File: src/rtl/if_fetch_stage.sv
// Instruction-fetch stage: owns the PC and next-PC selection, and talks to a req/ack
// instruction memory. It feeds {instruction, PC+4, valid} to the IF/ID register.
module if_fetch_stage #(
    parameter logic [31:0] RESET_PC   = 32'h8000_0000,
    parameter logic [31:0] INT_VECTOR = 32'h8000_0004,
    parameter logic [31:0] EXC_VECTOR = 32'h8000_0008
) (
    input  logic        clk,
    input  logic        reset,
    input  logic        iPC_write,
    input  logic        iBranch_taken,
    input  logic [31:0] iBranch_target,
    input  logic        iJump,
    input  logic [25:0] iJumpAddr,
    input  logic        iJR,
    input  logic [31:0] iJR_target,
    input  logic        iInterrupt,
    input  logic        iException,
    output logic        oImemReq,
    output logic [31:0] oImemAddr,
    input  logic        iImemAck,
    input  logic [31:0] iImemRData,
    output logic [31:0] oInstruction,
    output logic [31:0] oPC_plus_4,
    output logic        oValid,
    output logic [31:0] oPC
);

    typedef enum logic [1:0] {
        FETCH = 2'd0,
        HOLD  = 2'd1,
        DROP  = 2'd2
    } state_t;

    state_t      state_r;
    logic [31:0] pc_r;
    logic [31:0] hold_r;
    logic [31:0] pending_r;

    logic [31:0] pc_plus_4_s;
    logic [31:0] jump_target_s;
    logic [31:0] target_s;
    logic        redirect_s;

    assign pc_plus_4_s   = pc_r + 32'd4;
    assign jump_target_s = {pc_plus_4_s[31:28], iJumpAddr, 2'b00};
    assign redirect_s    = iException | iInterrupt | iBranch_taken | iJR | iJump;

    // Redirect target selection, highest priority first.
    always_comb begin
        target_s = pc_plus_4_s;
        if (iException) begin
            target_s = EXC_VECTOR;
        end else if (iInterrupt) begin
            target_s = INT_VECTOR;
        end else if (iBranch_taken) begin
            target_s = iBranch_target;
        end else if (iJR) begin
            target_s = iJR_target;
        end else if (iJump) begin
            target_s = jump_target_s;
        end else begin
            target_s = pc_plus_4_s;
        end
    end

    // PC, fetch state and the hold/pending buffers.
    always_ff @(posedge clk) begin
        if (reset) begin
            pc_r      <= RESET_PC;
            state_r   <= FETCH;
            hold_r    <= 32'h0;
            pending_r <= 32'h0;
        end else begin
            case (state_r)
                FETCH: begin
                    if (redirect_s) begin
                        if (iImemAck) begin
                            pc_r <= target_s;
                        end else begin
                            // The outstanding request must still complete; its data is stale.
                            pending_r <= target_s;
                            state_r   <= DROP;
                        end
                    end else if (iImemAck) begin
                        if (iPC_write) begin
                            pc_r <= pc_plus_4_s;
                        end else begin
                            hold_r  <= iImemRData;
                            state_r <= HOLD;
                        end
                    end else begin
                        state_r <= FETCH;
                    end
                end
                HOLD: begin
                    if (redirect_s) begin
                        pc_r    <= target_s;
                        state_r <= FETCH;
                    end else if (iPC_write) begin
                        pc_r    <= pc_plus_4_s;
                        state_r <= FETCH;
                    end else begin
                        state_r <= HOLD;
                    end
                end
                DROP: begin
                    if (iImemAck) begin
                        pc_r    <= redirect_s ? target_s : pending_r;
                        state_r <= FETCH;
                    end else if (redirect_s) begin
                        pending_r <= target_s;
                    end else begin
                        state_r <= DROP;
                    end
                end
                default: begin
                    state_r <= FETCH;
                end
            endcase
        end
    end

    // Memory request and IF/ID outputs; any redirect turns the slot into a nop.
    always_comb begin
        oImemReq     = 1'b0;
        oValid       = 1'b0;
        oInstruction = 32'h0;
        if (reset) begin
            oImemReq     = 1'b0;
            oValid       = 1'b0;
            oInstruction = 32'h0;
        end else begin
            case (state_r)
                FETCH: begin
                    oImemReq     = 1'b1;
                    oValid       = iImemAck & ~redirect_s & iPC_write;
                    oInstruction = oValid ? iImemRData : 32'h0;
                end
                HOLD: begin
                    oImemReq     = 1'b0;
                    oValid       = ~redirect_s;
                    oInstruction = oValid ? hold_r : 32'h0;
                end
                DROP: begin
                    oImemReq     = 1'b1;
                    oValid       = 1'b0;
                    oInstruction = 32'h0;
                end
                default: begin
                    oImemReq     = 1'b0;
                    oValid       = 1'b0;
                    oInstruction = 32'h0;
                end
            endcase
        end
    end

    assign oImemAddr  = pc_r;
    assign oPC        = pc_r;
    assign oPC_plus_4 = reset ? (RESET_PC + 32'd4) : pc_plus_4_s;

endmodule

File: config.mk
export PLATFORM = sky130hd
export DESIGN_NAME = if_fetch_stage
export DESIGN_NICKNAME = d
export VERILOG_FILES = /design/src/rtl/if_fetch_stage.sv
export SDC_FILE = /design/constraint.sdc
export NUM_CORES = 1
export LEC_CHECK = 0
export CORE_MARGIN = 5
export CORE_UTILIZATION = 34
export CTS_CLUSTER_SIZE = 28
export DETAILED_ROUTE_END_ITERATION = 7
export PLACE_DENSITY = 0.65
export SYNTH_ARGS = -nofsm -noshare
export SYNTH_HDL_FRONTEND = slang
export SYNTH_SLANG_ARGS = --single-unit
File: constraint.sdc
create_clock -name clk -period 4.58 [get_ports clk]
set_input_delay 1.374 -clock clk [delete_from_list [all_inputs] [get_ports clk]]
set_output_delay 1.374 -clock clk [all_outputs]
set_load 0.1 [all_outputs]
# Word-level counts from Yosys, hierarchy flattened

Cells that the tools add are included.

Input port bits: 131
Output and inout port bits: 130
Flip-flop bits (word level): 98

Bitwise logic cells: 8
Equality and inequality tests: 10
Reductions and logical operators: 8
Muxes and demuxes: 35
Add/sub/neg operators: 1

Operators with widths:

| cell                                                 | number |
|---|---|
| 2-to-1 mux 32 bit                                    | 18 |
| case mux 32 bit (2 select lines)                     | 2 |
| case mux 32 bit (3 select lines)                     | 1 |
| adder 32 x 3 -> 32 bit (second input constant)       | 1 |
| 2-to-1 mux 28 bit                                    | 1 |
| 2-to-1 mux 2 bit                                     | 6 |
| != test 2 bit (second input constant)                | 5 |
| != test 3 bit (second input constant)                | 3 |
| AND reduction 4 bit                                  | 2 |
| case mux 2 bit (3 select lines)                      | 1 |
| AND reduction 3 bit                                  | 2 |
| 2-to-1 mux 1 bit                                     | 5 |
| OR 1 bit                                             | 4 |
| nonzero test 3 bit                                   | 1 |
| AND 1 bit                                            | 2 |
| equality test 2 x 1 -> 1 bit (second input constant) | 1 |
| equality test 2 bit (second input constant)          | 1 |
| logical NOT 2 bit                                    | 1 |
| NOT 1 bit                                            | 2 |
| case mux 1 bit (2 select lines)                      | 1 |
| nonzero test 2 bit                                   | 1 |
| OR reduction 2 bit                                   | 1 |

# Depth between registers and ports, before layout

Gate-level depths: netlist of run 1.

Word-level depth: 10
Mapped depth: 9

# Least setup slack after synthesis of run 1

No wires, ideal clock.

Path type: input-to-output
Start: input iException
End: output oInstruction[12]
Arrival: 3.942 ns
Setup slack: -0.736 ns
Stages on the path: 8
Path through: or2_4 > buf_2 > nor4_4 > and3_1 > buf_2 > buf_2 > a22oi_1 > nor2_1

Cells in the longest elaborated chain, start to end: 10

RTL lines:

| element                              | line | text |
|---|---|---|
| start, declared                      | 18   | `input logic iException,` |
| OR 1 bit (*) (4 in series)           | 47   | `assign redirect_s = iException \| iInterrupt \| iBranch_taken \| iJR \| iJump;` |
| NOT 1 bit (no line)                  | --   |  |
| AND 1 bit (2 in series)              | 137  | `oValid = iImemAck & ~redirect_s & iPC_write;` |
| 2-to-1 mux 32 bit                    | 138  | `oInstruction = oValid ? iImemRData : 32'h0;` |
| case mux 32 bit (2 select lines) (*) | 134  | `case (state_r)` |
| 2-to-1 mux 32 bit (*)                | 129  | `if (reset) begin` |
| end, declared                        | 23   | `output logic [31:0] oInstruction,` |

Every way passes the cells marked *; elsewhere a longest branch is shown, timed or not.

# Worst setup path after layout of run 1

Start: input iImemAck
End: output oInstruction[29]

Cells in the longest elaborated chain, start to end: 5

RTL lines:

| element                          | line | text |
|---|---|---|
| start, declared                  | 21   | `input logic iImemAck,` |
| AND 1 bit (2 in series)          | 137  |  |
| 2-to-1 mux 32 bit                | 138  |  |
| case mux 32 bit (2 select lines) | 134  |  |
| 2-to-1 mux 32 bit                | 129  |  |

Every way passes these cells.

==> impl_metrics.py, run 1 <==
metrics = {
    "run_status": {
        "outcome": "completed",
    },
    "sta": {
        "worst_slew_pin_slew_ns": 1.02,
        "tns_ns": 0,
        "slew_headroom": 0.315,
        "holdWs_ns": 0.456,
        "finalSetupViolations": 0,
        "worst_slack_ns": 0.158,
        "fin_skew_ns": 0.00883,
        "layout_min_cycle_time_ns": 4.42,
        "hold_violations": 0,
        "fin_crit_sh": 0.966,
        "rsz0062_at_grt": "false",
        "fmax_ghz": 0.226,
        "slew_viol_final": 0,
    },
    "worst_hold_path": {
        "hold_start": "pending_r[29]",
        "min_path_type": "reg -> reg",
        "hold_depth": 2,
        "min_to": "pending_r[29]",
    },
    "setup_path": {
        "worstSetupPathType": "in -> out",
        "cp.required_ns": 3.21,
        "startpoint": "iImemAck",
        "slowest_stage": "clkdlybuf4s50_1",
        "r2r_start": "state_r[1]",
        "path_cells": "clkdlybuf4s50_1, nor2b_1, and3_4, buf_12, a22oi_1, nor2_4, buf_12",
        "crit_top_cell": "buf_12",
        "start_kind": "primary input",
        "cp_max_fo": 17,
        "cp_slowest_stage_delay_ns": 0.51,
        "end_kind": "primary output",
        "crit_arrival_ns": 3.05,
        "timing.rr.end": "oImemAddr[31]",
        "reg2reg_slack_ns": 1.98,
        "rr_worst_depth": 6,
    },
    "logic_synthesis": {
        "yosysWarnings": 0,
        "synth_edf_count": 0,
        "syn_area_per_cell_um2": 7.38,
        "synth_area_leaders": "dfxtp_1, nand2_1, nor2_1",
        "ys_seq_elements": 98,
        "syn-num-nets": 987,
        "ys_seq_area_frac": 0.311,
        "synthCells": 855,
        "ys_top_cells_by_count": "nand2_1, nor2_1, dfxtp_1",
        "synth_top_cell_by_area": "dfxtp_1",
        "synth_most_common_cell": "nand2_1",
        "synthFlopType": "dfxtp_1",
        "netlist_area_um2": 6310,
        "netlist.area_leader.share": 0.311,
        "synthArstFlopShare": 0,
        "synth_cell_types": 82,
    },
    "floorplanning": {
        "rows": 49,
        "ios": 261,
        "start_util": 0.349,
        "core_um2": 18100,
        "fp.dieH_um": 146,
        "die_area_um2": 21400,
        "fp.dieW_um": 146,
    },
    "final_layout": {
        "final_nets": 1197,
        "syn2layout_area_growth_pct": 65.1,
        "drive_gt1_frac": 0.202,
        "final_cells": 1300,
        "layout.filler_cells": 1661,
        "fin_area_um2": 10400,
        "fin_util": 0.576,
    },
    "place": {
        "dp_slack_ns": -0.0671,
        "dpl_cell_area_um2": 9870,
        "gp_congestion": 0.840,
        "dp_hpwl_mm": 19.0,
        "numPortBuffers": 260,
        "dp_cells": 1277,
    },
    "route": {
        "ant_nets": 0,
        "drt_wl_total_mm": 26.8,
        "dr.pass1.iters": 5,
        "wire_per_inst_um": 20.6,
        "drc": 0,
        "routed_via_density": 5.62,
        "vias": 7304,
        "drtIter0Drc": 647,
    },
    "clock_network": {
        "ctsHoldBuffers": 0,
        "h-tree-depth": 3,
        "ctsLongestPathBuffers": 2,
        "path_clk_slew_ns": 0.07,
        "cts_sinks": 98,
        "cts-root-buf": "clkbuf_16",
        "cts_inserted_buffers": 9,
        "cts_tree": "yes",
        "clk_latency_ns": 0.35,
    },
    "power_and_ir_drop": {
        "power_leakage_nw": 3.49,
        "peakVddDrop_mv": 0.173,
        "finalPower_mw": 2.67,
        "powerDensity_nw_per_um2": 256,
    },
    "global_routing": {
        "use_met3": 0.0496,
        "busiest_layer": "met2",
        "met2_usage": 0.399,
        "grt-ovfl-total": 0,
        "use_met1": 0.320,
        "grt_pass1_wl_mm": 41.4,
        "track_usage": 0.241,
        "antenna_found_initial": 1,
        "grt_pass1_vias": 7108,
        "grt_max_degree": 124,
    },
    "flow_run": {
        "maxCapViolations": 0,
    },
}
layer usage:
metal,wire length (um),share of wire,vias up
li1,-,-,3471
met1,11800,0.44,3514
met2,12800,0.48,283
met3,1790,0.067,36
met4,511,0.019,0
met5,0,0,-
registers in the layout, summed over array words and instances, names as in the netlist:
name       cells
hold_r        32
oImemAddr     32
pending_r     32
state_r        2
cell usage in the layout, fill, tap and decap left out, types with 4 or more instances in the layout:
cell type        synthesis  layout
and3_1                   5       4
buf_12                   0      68
clkbuf_16                0      11
a21oi_2                  1       5
buf_4                   35      33
a221o_1                  4       4
nor2_4                   0      32
nor3b_1                  4       4
a22oi_2                  0       8
or3_1                    7       7
a211oi_1                18      18
mux2i_1                  4       4
clkdlybuf4s50_1          0     188
dfxtp_1                 98      98
nor3_2                   4       4
o21ai_0                 36      36
a22oi_1                 39      31
nor2_2                   2      16
nand2b_1                 8       8
nand4_1                 11      11
a221oi_1                10      10
a311oi_1                 8       8
inv_1                    9       9
a21oi_1                 71      67
nor2b_1                  7       5
bufinv_16                0       4
o21a_1                   6       6
xnor2_1                 11      11
o211ai_1                 4       4
xor2_1                  10      10
nor4_1                   5       5
nand2_1                139     139
nor2_1                 112      66
a22o_1                   4       4
o22ai_1                  4       4
nand3b_1                 4       4
nor3_1                  20      20
nand3_1                 11      11
and4_1                   5       5
o31ai_1                  5       5
area by class of cell:
cell class	instances	area, um^2	area share
Multi-Input combinational cell	647	4110	0.395
Timing Repair Buffer	298	3640	0.350
Sequential cell	98	1960	0.188
Tap cell	229	287	0.0275
Clock buffer	11	243	0.0233
Clock inverter	5	125	0.0120
Inverter	11	41.3	0.00397
Antenna cell	1	2.50	0.000240
where the power goes:
group / switching (mW) / internal, mW / leakage, nW
clock: 0.338 / 0.604 / 0.180
combinational: 0.532 / 0.275 / 2.51
sequential: 0.0406 / 0.880 / 0.798
total: 0.911 / 1.76 / 3.49
critical path: cells and delay by family:
family          cells  cell delay (ns)
simple gates        3             0.65
buf+inv             3             0.86
compound gates      1             0.14
how the worst max path moves through the flow:
stage / end / slack [ns]
2_1_floorplan: oInstruction[12] / -0.28
3_3_place_gp: oInstruction[12] / 0.01
3_5_place_dp: oInstruction[7] / -0.07
4_1_cts: oInstruction[29] / -0.02
5_1_grt: oInstruction[15] / 0.07
6_report: oInstruction[29] / 0.16
logic make-up after synthesis:
kind of cell,share of synthesized area
AO/OA/AOI/OAI,0.282
XOR/XNOR,0.0292
adder cells (fa/ha/maj),0.00198
buffers and inverters,0.0923
flip-flops,0.311
multiplexers,0.00635
AND/OR/NAND/NOR,0.277
what timing repair did:
item / CTS / global route
pin swaps: 0 / 11
cloned: 2 / 2
setup buffers: 2 / 0
setup endpoints to repair: 32 / 33
resized for setup: 8 / 10
Note: power is estimated with default switching activity, not from simulation.
==> inputs of run 2 (changes only) <==
--- a/config.mk
+++ b/config.mk
@@ -9,7 +9,7 @@
 export CORE_UTILIZATION = 34
 export CTS_CLUSTER_SIZE = 28
 export DETAILED_ROUTE_END_ITERATION = 7
-export PLACE_DENSITY = 0.65
+export PLACE_DENSITY = 0.66
 export SYNTH_ARGS = -nofsm -noshare
 export SYNTH_HDL_FRONTEND = slang
 export SYNTH_SLANG_ARGS = --single-unit
==> run 2 against run 1 <==
  * Sequential power barely moved
  * Sequential share of layout area fell by 0.23 points
  * Via count rose by 1.2%
  * Fmax fell by 2.3%
  * Register-to-register slack got worse by 0.09 ns
  * Clock power fell by 12%
  * Critical endpoint is now oInstruction[26]
==> impl_metrics.py, run 2 (same netlist as run 1, synthesis figures left out) <==
metrics = {
    "run_status": {
        "outcome": "completed",
    },
    "clock_network": {
        "cts_tree": "yes",
        "clk_latency_ns": 0.35,
        "cts_inserted_buffers": 9,
        "ctsLongestPathBuffers": 2,
        "h-tree-depth": 3,
        "cts-root-buf": "clkbuf_16",
        "cts_sinks": 98,
        "ctsHoldBuffers": 0,
        "path_clk_slew_ns": 0.06,
    },
    "route": {
        "routed_via_density": 5.67,
        "ant_nets": 0,
        "drt_wl_total_mm": 27.2,
        "drtIter0Drc": 675,
        "drc": 0,
        "dr.pass1.iters": 5,
        "wire_per_inst_um": 20.9,
        "vias": 7395,
    },
    "sta": {
        "slew_viol_final": 0,
        "worst_slack_ns": 0.0520,
        "hold_violations": 0,
        "fin_crit_sh": 0.989,
        "fin_skew_ns": 0.00856,
        "tns_ns": 0,
        "layout_min_cycle_time_ns": 4.53,
        "fmax_ghz": 0.221,
        "finalSetupViolations": 0,
        "worst_slew_pin_slew_ns": 1.02,
        "slew_headroom": 0.317,
        "rsz0062_at_grt": "false",
    },
    "place": {
        "dp_cells": 1273,
        "dp_slack_ns": -0.0912,
        "gp_congestion": 0.862,
        "dp_hpwl_mm": 18.9,
        "numPortBuffers": 260,
    },
    "global_routing": {
        "grt_pass1_wl_mm": 41.8,
        "track_usage": 0.246,
        "antenna_found_initial": 4,
        "grt-ovfl-total": 0,
        "grt_pass1_vias": 7200,
        "grt_max_degree": 124,
    },
    "worst_hold_path": {
        "hold_depth": 2,
        "hold_start": "pending_r[2]",
        "min_to": "pending_r[2]",
        "min_path_type": "reg -> reg",
    },
    "power_and_ir_drop": {
        "finalPower_mw": 2.56,
        "peakVddDrop_mv": 0.173,
        "power_leakage_nw": 3.48,
        "powerDensity_nw_per_um2": 243,
    },
    "setup_path": {
        "rr_worst_depth": 6,
        "cp.required_ns": 3.21,
        "start_kind": "primary input",
        "cp_max_fo": 8,
        "worstSetupPathType": "in -> out",
        "end_kind": "primary output",
        "crit_arrival_ns": 3.15,
        "timing.rr.end": "pending_r[14]",
        "reg2reg_slack_ns": 1.89,
        "r2r_start": "state_r[1]",
    },
    "floorplanning": {
        "fp.dieH_um": 146,
        "fp.dieW_um": 146,
        "core_um2": 18100,
        "die_area_um2": 21400,
        "rows": 49,
        "start_util": 0.349,
        "ios": 261,
    },
    "final_layout": {
        "syn2layout_area_growth_pct": 67.1,
        "final_nets": 1200,
        "drive_gt1_frac": 0.220,
        "fin_util": 0.583,
        "final_cells": 1305,
        "mostFrequentLayoutCells": "clkdlybuf4s50_1, nand2_1, dfxtp_1",
        "final_common_cell": "clkdlybuf4s50_1",
    },
    "flow_run": {
        "maxCapViolations": 0,
    },
}
-- run 2: cell types whose count changed in the layout (fill, tap and decap cells not counted), sizes merged, moves of 2 or more --
cell	before	now
buf	105	109
bufinv	4	2
diode	1	3
dlymetal6s2s	2	0
-- run 2: cell type report --
type,instances,area [um^2]
fillers,1630,7550
flip-flops and latches,98,1960
clock inverters,5,77.6
diodes,3,7.51
repair buffers,301,3730
clock buffers,11,243
inverters,11,41.3
multi-input cells,647,4190
well taps,229,287
-- run 2: worst max path at each step --
stage                     from                to  slack, ns  cells after the start
floorplan           iException  oInstruction[12]      -0.28                      8
global placement    iInterrupt  oInstruction[12]      -0.02                      8
detailed placement  iInterrupt   oInstruction[0]      -0.09                      8
CTS                      iJump  oInstruction[12]       0.03                     11
global route        iException  oInstruction[26]      0.005                     10
finish                iImemAck  oInstruction[26]       0.05                      8
-- run 2: critical path, cell delays in order --
cell and delay, ns:
clkdlybuf4s50_1 0.51, nor2b_1 0.30, and3_4 0.26, buf_12 0.13
clkbuf_16 0.16, a22oi_2 0.09, nor2_4 0.13, buf_12 0.19
-- run 2: timing repair --
action / in CTS / in global routing
pin swaps: 19 / 18
gates resized for setup: 29 / 12
gates cloned: 5 / 1
buffers inserted: 7 / 1
endpoints found under the setup margin: 32 / 27
-- run 2: power breakdown --
| part | total [mW] | switching [mW] | internal (mW) |
|---|---|---|---|
| Combinational | 0.803 | 0.531 | 0.273 |
| Clock | 0.831 | 0.339 | 0.492 |
| Sequential | 0.923 | 0.0432 | 0.880 |
-- run 2: layer usage --
metal / wire length [um] / track usage / up-vias / share of wire
li1: - / - / 3486 / -
met1: 11500 / 0.319 / 3538 / 0.42
met2: 13000 / 0.401 / 324 / 0.48
met3: 1940 / 0.0533 / 47 / 0.071
met4: 770 / 0.0931 / 0 / 0.028
met5: 0 / 0 / - / 0
-- run 2: metrics by stage --
| stage | hold slack (ns) | cell area [um^2] |
|---|---|---|
| 2_1_floorplan | 0.425 | 6600 |
| 3_3_place_gp | 0.437 | 9840 |
| 3_5_place_dp | 0.445 | 9840 |
| 4_1_cts | 0.455 | 10500 |
| 5_1_grt | 0.464 | 10500 |
| 6_report | 0.455 | 10500 |
==> RTL edit 1, RTL diff (flow settings as in run 1) <==
The 3 states of `state_t` get a one-hot encoding in 3 bits.
--- a/src/rtl/if_fetch_stage.sv
+++ b/src/rtl/if_fetch_stage.sv
@@ -28,6 +28,6 @@
 
-    typedef enum logic [1:0] {
-        FETCH = 2'd0,
-        HOLD  = 2'd1,
-        DROP  = 2'd2
+    typedef enum logic [2:0] {
+        FETCH = 3'b001,
+        HOLD  = 3'b010,
+        DROP  = 3'b100
     } state_t;
Function: no difference found for any inputs over 4 cycles, from zero or initial values and one cycle with reset high; so few cycles prove little.
==> RTL edit 1 against run 1 <==
Wire length grew 1.8%; synthesized area rose by 4.1%; sequential cell count up 1; total power is 0.75% higher; synthesized cell count up 8.1%; count of clock-buffer cells in the layout grew 2; cell area increased by 1.9%; setup slack lost 0.089 ns.
==> RTL edit 1: results <==
[cells_and_area]
nFillCells = 1742
final-clk-cell-share_pct = 2.83
buffer_area_share_pct = 33.7
num-nonclk-inverters = 16
nNetsFinal = 1266
final_area_mm2 = 0.0106
sh_seq_area_pct = 18.7
drive_gt1_share_pct = 20.2
n_antenna_cell = 3
nMultiInputCombCells = 700
multi_input_area_share_pct = 41.1

[critical_path]
setup.worst_path.end = "oInstruction[1]"
cp_max_fo = 6
regToRegSetupSlack_ns = 1.76
critPathSlowestCell = "bufbuf_16"
critPathLaunch = "iInterrupt"
r2r_end = "oImemAddr[1]"
reg2reg_from = "state_r[2]"
rr_worst_depth = 5

[grt]
grt_max_degree = 82
grt.total_usage_pct = 23.9
antenna_found_initial = 3
grt_pass1_vias = 7515

[clocking]
postCtsSetupBuffers = 6
cts_resized = 14

[placement]
dpl.hpwl_um = 19400
place_area_mm2 = 0.0100
finalWeightedCongestion = 0.914

[power_and_ir_drop]
pwr-share-comb_pct = 36.2
p_leak_nw = 3.53
p_clk_w = 0.000768
vdd_drop_max_v = 0.000180

[status]
status = "finished clean"

[timing]
tightestPinTransition_ns = 1.00
skew_ns = 0.0110

[detailed_routing]
drt-initial-drc-count = 588
first_pass_iters = 7
route.vias.total = 7707

[synthesis]
synth_xor_area_share_pct = 3.20
yosysSeqAreaShare_pct = 30.2
yosys.area_share.adder_pct = 0.191
synth-seq-cells = 99
syn-num-nets = 1056
yosys-top-cells-area = "dfxtp_1 (30%), nor2_1 (7.7%), nand2_1 (7.3%)"
yosys-top-cells-count = "nor2_1 (135), nand2_1 (127), dfxtp_1 (99)"

[hold_path]
hp-start = "pending_r[21]"
min_to = "pending_r[21]"
==> RTL edit 1: per-layer routing <==
| layer | wire [µm] | up-vias | global-route usage [%] |
|---|---|---|---|
| met5 | 0 | - | 0 |
| met4 | 783 | 0 | 9.15 |
| met1 | 11100 | 3623 | 30.3 |
| li1 | - | 3695 | - |
| met2 | 13400 | 341 | 39.9 |
| met3 | 2050 | 48 | 4.77 |
==> RTL edit 1: stage by stage <==
stage / setup slack [ns] / hold slack [ns] / cells / power (W)
floorplan: -0.177 / 0.427 / 924 / 0.00162
global placement: -0.0883 / 0.436 / 1369 / 0.00193
detailed placement: -0.0746 / 0.443 / 1369 / 0.00193
CTS: 0.00572 / 0.453 / 1395 / 0.00271
global route: -0.0205 / 0.468 / 1402 / 0.00279
finish: 0.0683 / 0.452 / 1402 / 0.00269
==> RTL edit 2, RTL diff (settings of run 1) <==
Made on the original files. Set the parameter `EXC_VECTOR` to 32'h40000004 (it was 32'h8000_0008).
--- a/src/rtl/if_fetch_stage.sv
+++ b/src/rtl/if_fetch_stage.sv
@@ -5,3 +5,3 @@
     parameter logic [31:0] INT_VECTOR = 32'h8000_0004,
-    parameter logic [31:0] EXC_VECTOR = 32'h8000_0008
+    parameter logic [31:0] EXC_VECTOR = 32'h40000004
 ) (
Function: changed (a bounded check fails within 4 cycles, from zero or initial values and one cycle with reset high).
==> RTL edit 2 against run 1 <==
Total power shrank 8.2%; synthesized area is 0.54% higher; wire length is 4.3% higher; clock power is 17% lower; clock skew is 0.0069 ns higher; cell area barely moved; sequential cell count is the same; setup slack worse by 0.12 ns; register-to-register slack gained 0.05 ns; largest cell class unchanged.
==> RTL edit 2: results <==
[hold_path]
hp-start = "hold_r[2]"
hold_path_class = "register to register"

[timing]
tightestPinTransition_ns = 1.02
skew_ns = 0.0157

[clocking]
htreeDepth = 3
clk_latency_ns = 0.35

[grt]
use_met1_pct = 33.3
grt_pass1_wl_um = 42200
grt_use_met2_pct = 40.5
grt_max_degree = 78
grt_pass1_vias = 7206
use_met3_pct = 4.25
grt.total_usage_pct = 24.7
antenna_found_initial = 3

[synthesis]
yosysSeqAreaShare_pct = 30.9
synthFlopType = "dfxtp_1"
synth_cell_types = 77
yosys-top-cells-area = "dfxtp_1 (31%), nand2_1 (6.6%), nor2_1 (6.5%)"
yosys-top-cells-count = "nand2_1 (112), nor2_1 (109), dfxtp_1 (98)"
syn-num-nets = 989

[detailed_routing]
routed-wl-met2_um = 13300
dr_wl_met3_um = 1910
first_pass_iters = 7
wire_per_inst_um = 21.3
met1_length_um = 12200
topRoutingLayerUsed = "met4"
drt-initial-drc-count = 624
route.vias.total = 7410

[critical_path]
critPathLaunch = "iJump"
cp_max_fo = 5
reg2reg_from = "oImemAddr[13]"
worst_ep_arrival_time_ns = 3.17

[power_and_ir_drop]
netSwitchingFraction_pct = 36.4
p_leak_nw = 3.56
vdd_drop_max_v = 0.000188

[status]
status = "finished clean"

[cells_and_area]
drive_gt1_share_pct = 22.4
nNetsFinal = 1202

[placement]
finalWeightedCongestion = 0.859
dpl.hpwl_um = 19800
==> RTL edit 2: changes by cell type after synthesis, sizes merged, moves of 4 or more <==
cell	run 1	this run
nand2	139	114
o22ai	4	9
buf	67	62
nor3	25	16
or3	8	4
and3	5	9
a311oi	9	2
nand3	13	22
and2	2	11
nand2b	8	12
clkbuf	32	38
inv	10	14
==> RTL edit 2: kinds of logic (layout without fill, tap and decap cells) <==
kind of cell / after synthesis / count (layout) / share of synthesized area, %
AO/OA/AOI/OAI: 268 / 268 / 29.0
XOR/XNOR: 24 / 24 / 3.32
adder cells (fa/ha/maj): 1 / 1 / 0.197
buffers and inverters: 114 / 332 / 9.43
flip-flops: 98 / 98 / 30.9
multiplexers: 4 / 4 / 0.632
other: 0 / 3 / 0
AND/OR/NAND/NOR: 348 / 348 / 26.5
==> RTL edit 2: worst paths after layout <==
check | end | slack [ns] | depth (start not counted)
worst max register to register | oImemAddr[28] | 2.03 | 6
worst min register to register | hold_r[2] | 0.46 | 2
worst min-delay path | hold_r[2] | 0.46 | 2
worst max-delay path | oInstruction[13] | 0.03 | 10
==> RTL edit 2: critical path, cell delays in order <==
cell and delay, ns:
clkbuf_2 0.09, or4_4 0.57, nor2_4 0.14, and3_4 0.20, buf_6 0.11, buf_6 0.13
buf_12 0.13, a22oi_2 0.08, nor2_4 0.15, buf_12 0.19
==> RTL edit 2: final cells by class <==
type / count / area, µm²
antenna: 3 / 7.51
multi-input combinational: 645 / 4220
fill: 1672 / 8110
tap: 234 / 293
sequential: 98 / 1960
timing repair buffer: 302 / 3580
clock inverter: 6 / 67.6
inverter: 14 / 52.6
clock buffer: 10 / 229
==> RTL edit 2: what timing repair did <==
item                                   4_1_cts  5_1_grt
setup buffers                                7        0
resized for setup                           38       12
setup endpoints to repair                   33       30
pin swaps                                   22       16
endpoints found under the hold margin        0        0
cloned                                       5        2
==> RTL edit 2: power by group through the flow <==
stage               clock network (W)  registers [W]  logic, W
finish                       0.000778       0.000915  0.000757
global route                 0.000819       0.000919  0.000790
CTS                          0.000785       0.000914  0.000754
detailed placement                  0       0.000934  0.000748
global placement                    0       0.000933  0.000747
floorplan                           0        0.00102  0.000393
==> RTL edit 2: stage by stage <==
stage / worst slack, ns / total power, W / std cells / utilization, % / instance area [µm²]
after floorplan: -0.254 / 0.00141 / 857 / - / 6650
after global placement: -0.203 / 0.00168 / 1280 / 52.6 / 9730
after detailed placement: -0.223 / 0.00168 / 1280 / 52.6 / 9730
after CTS: 0.000916 / 0.00245 / 1307 / 55.9 / 10300
after global routing: -0.00604 / 0.00253 / 1312 / 56.2 / 10400
final: 0.0335 / 0.00245 / 1312 / 56.2 / 10400
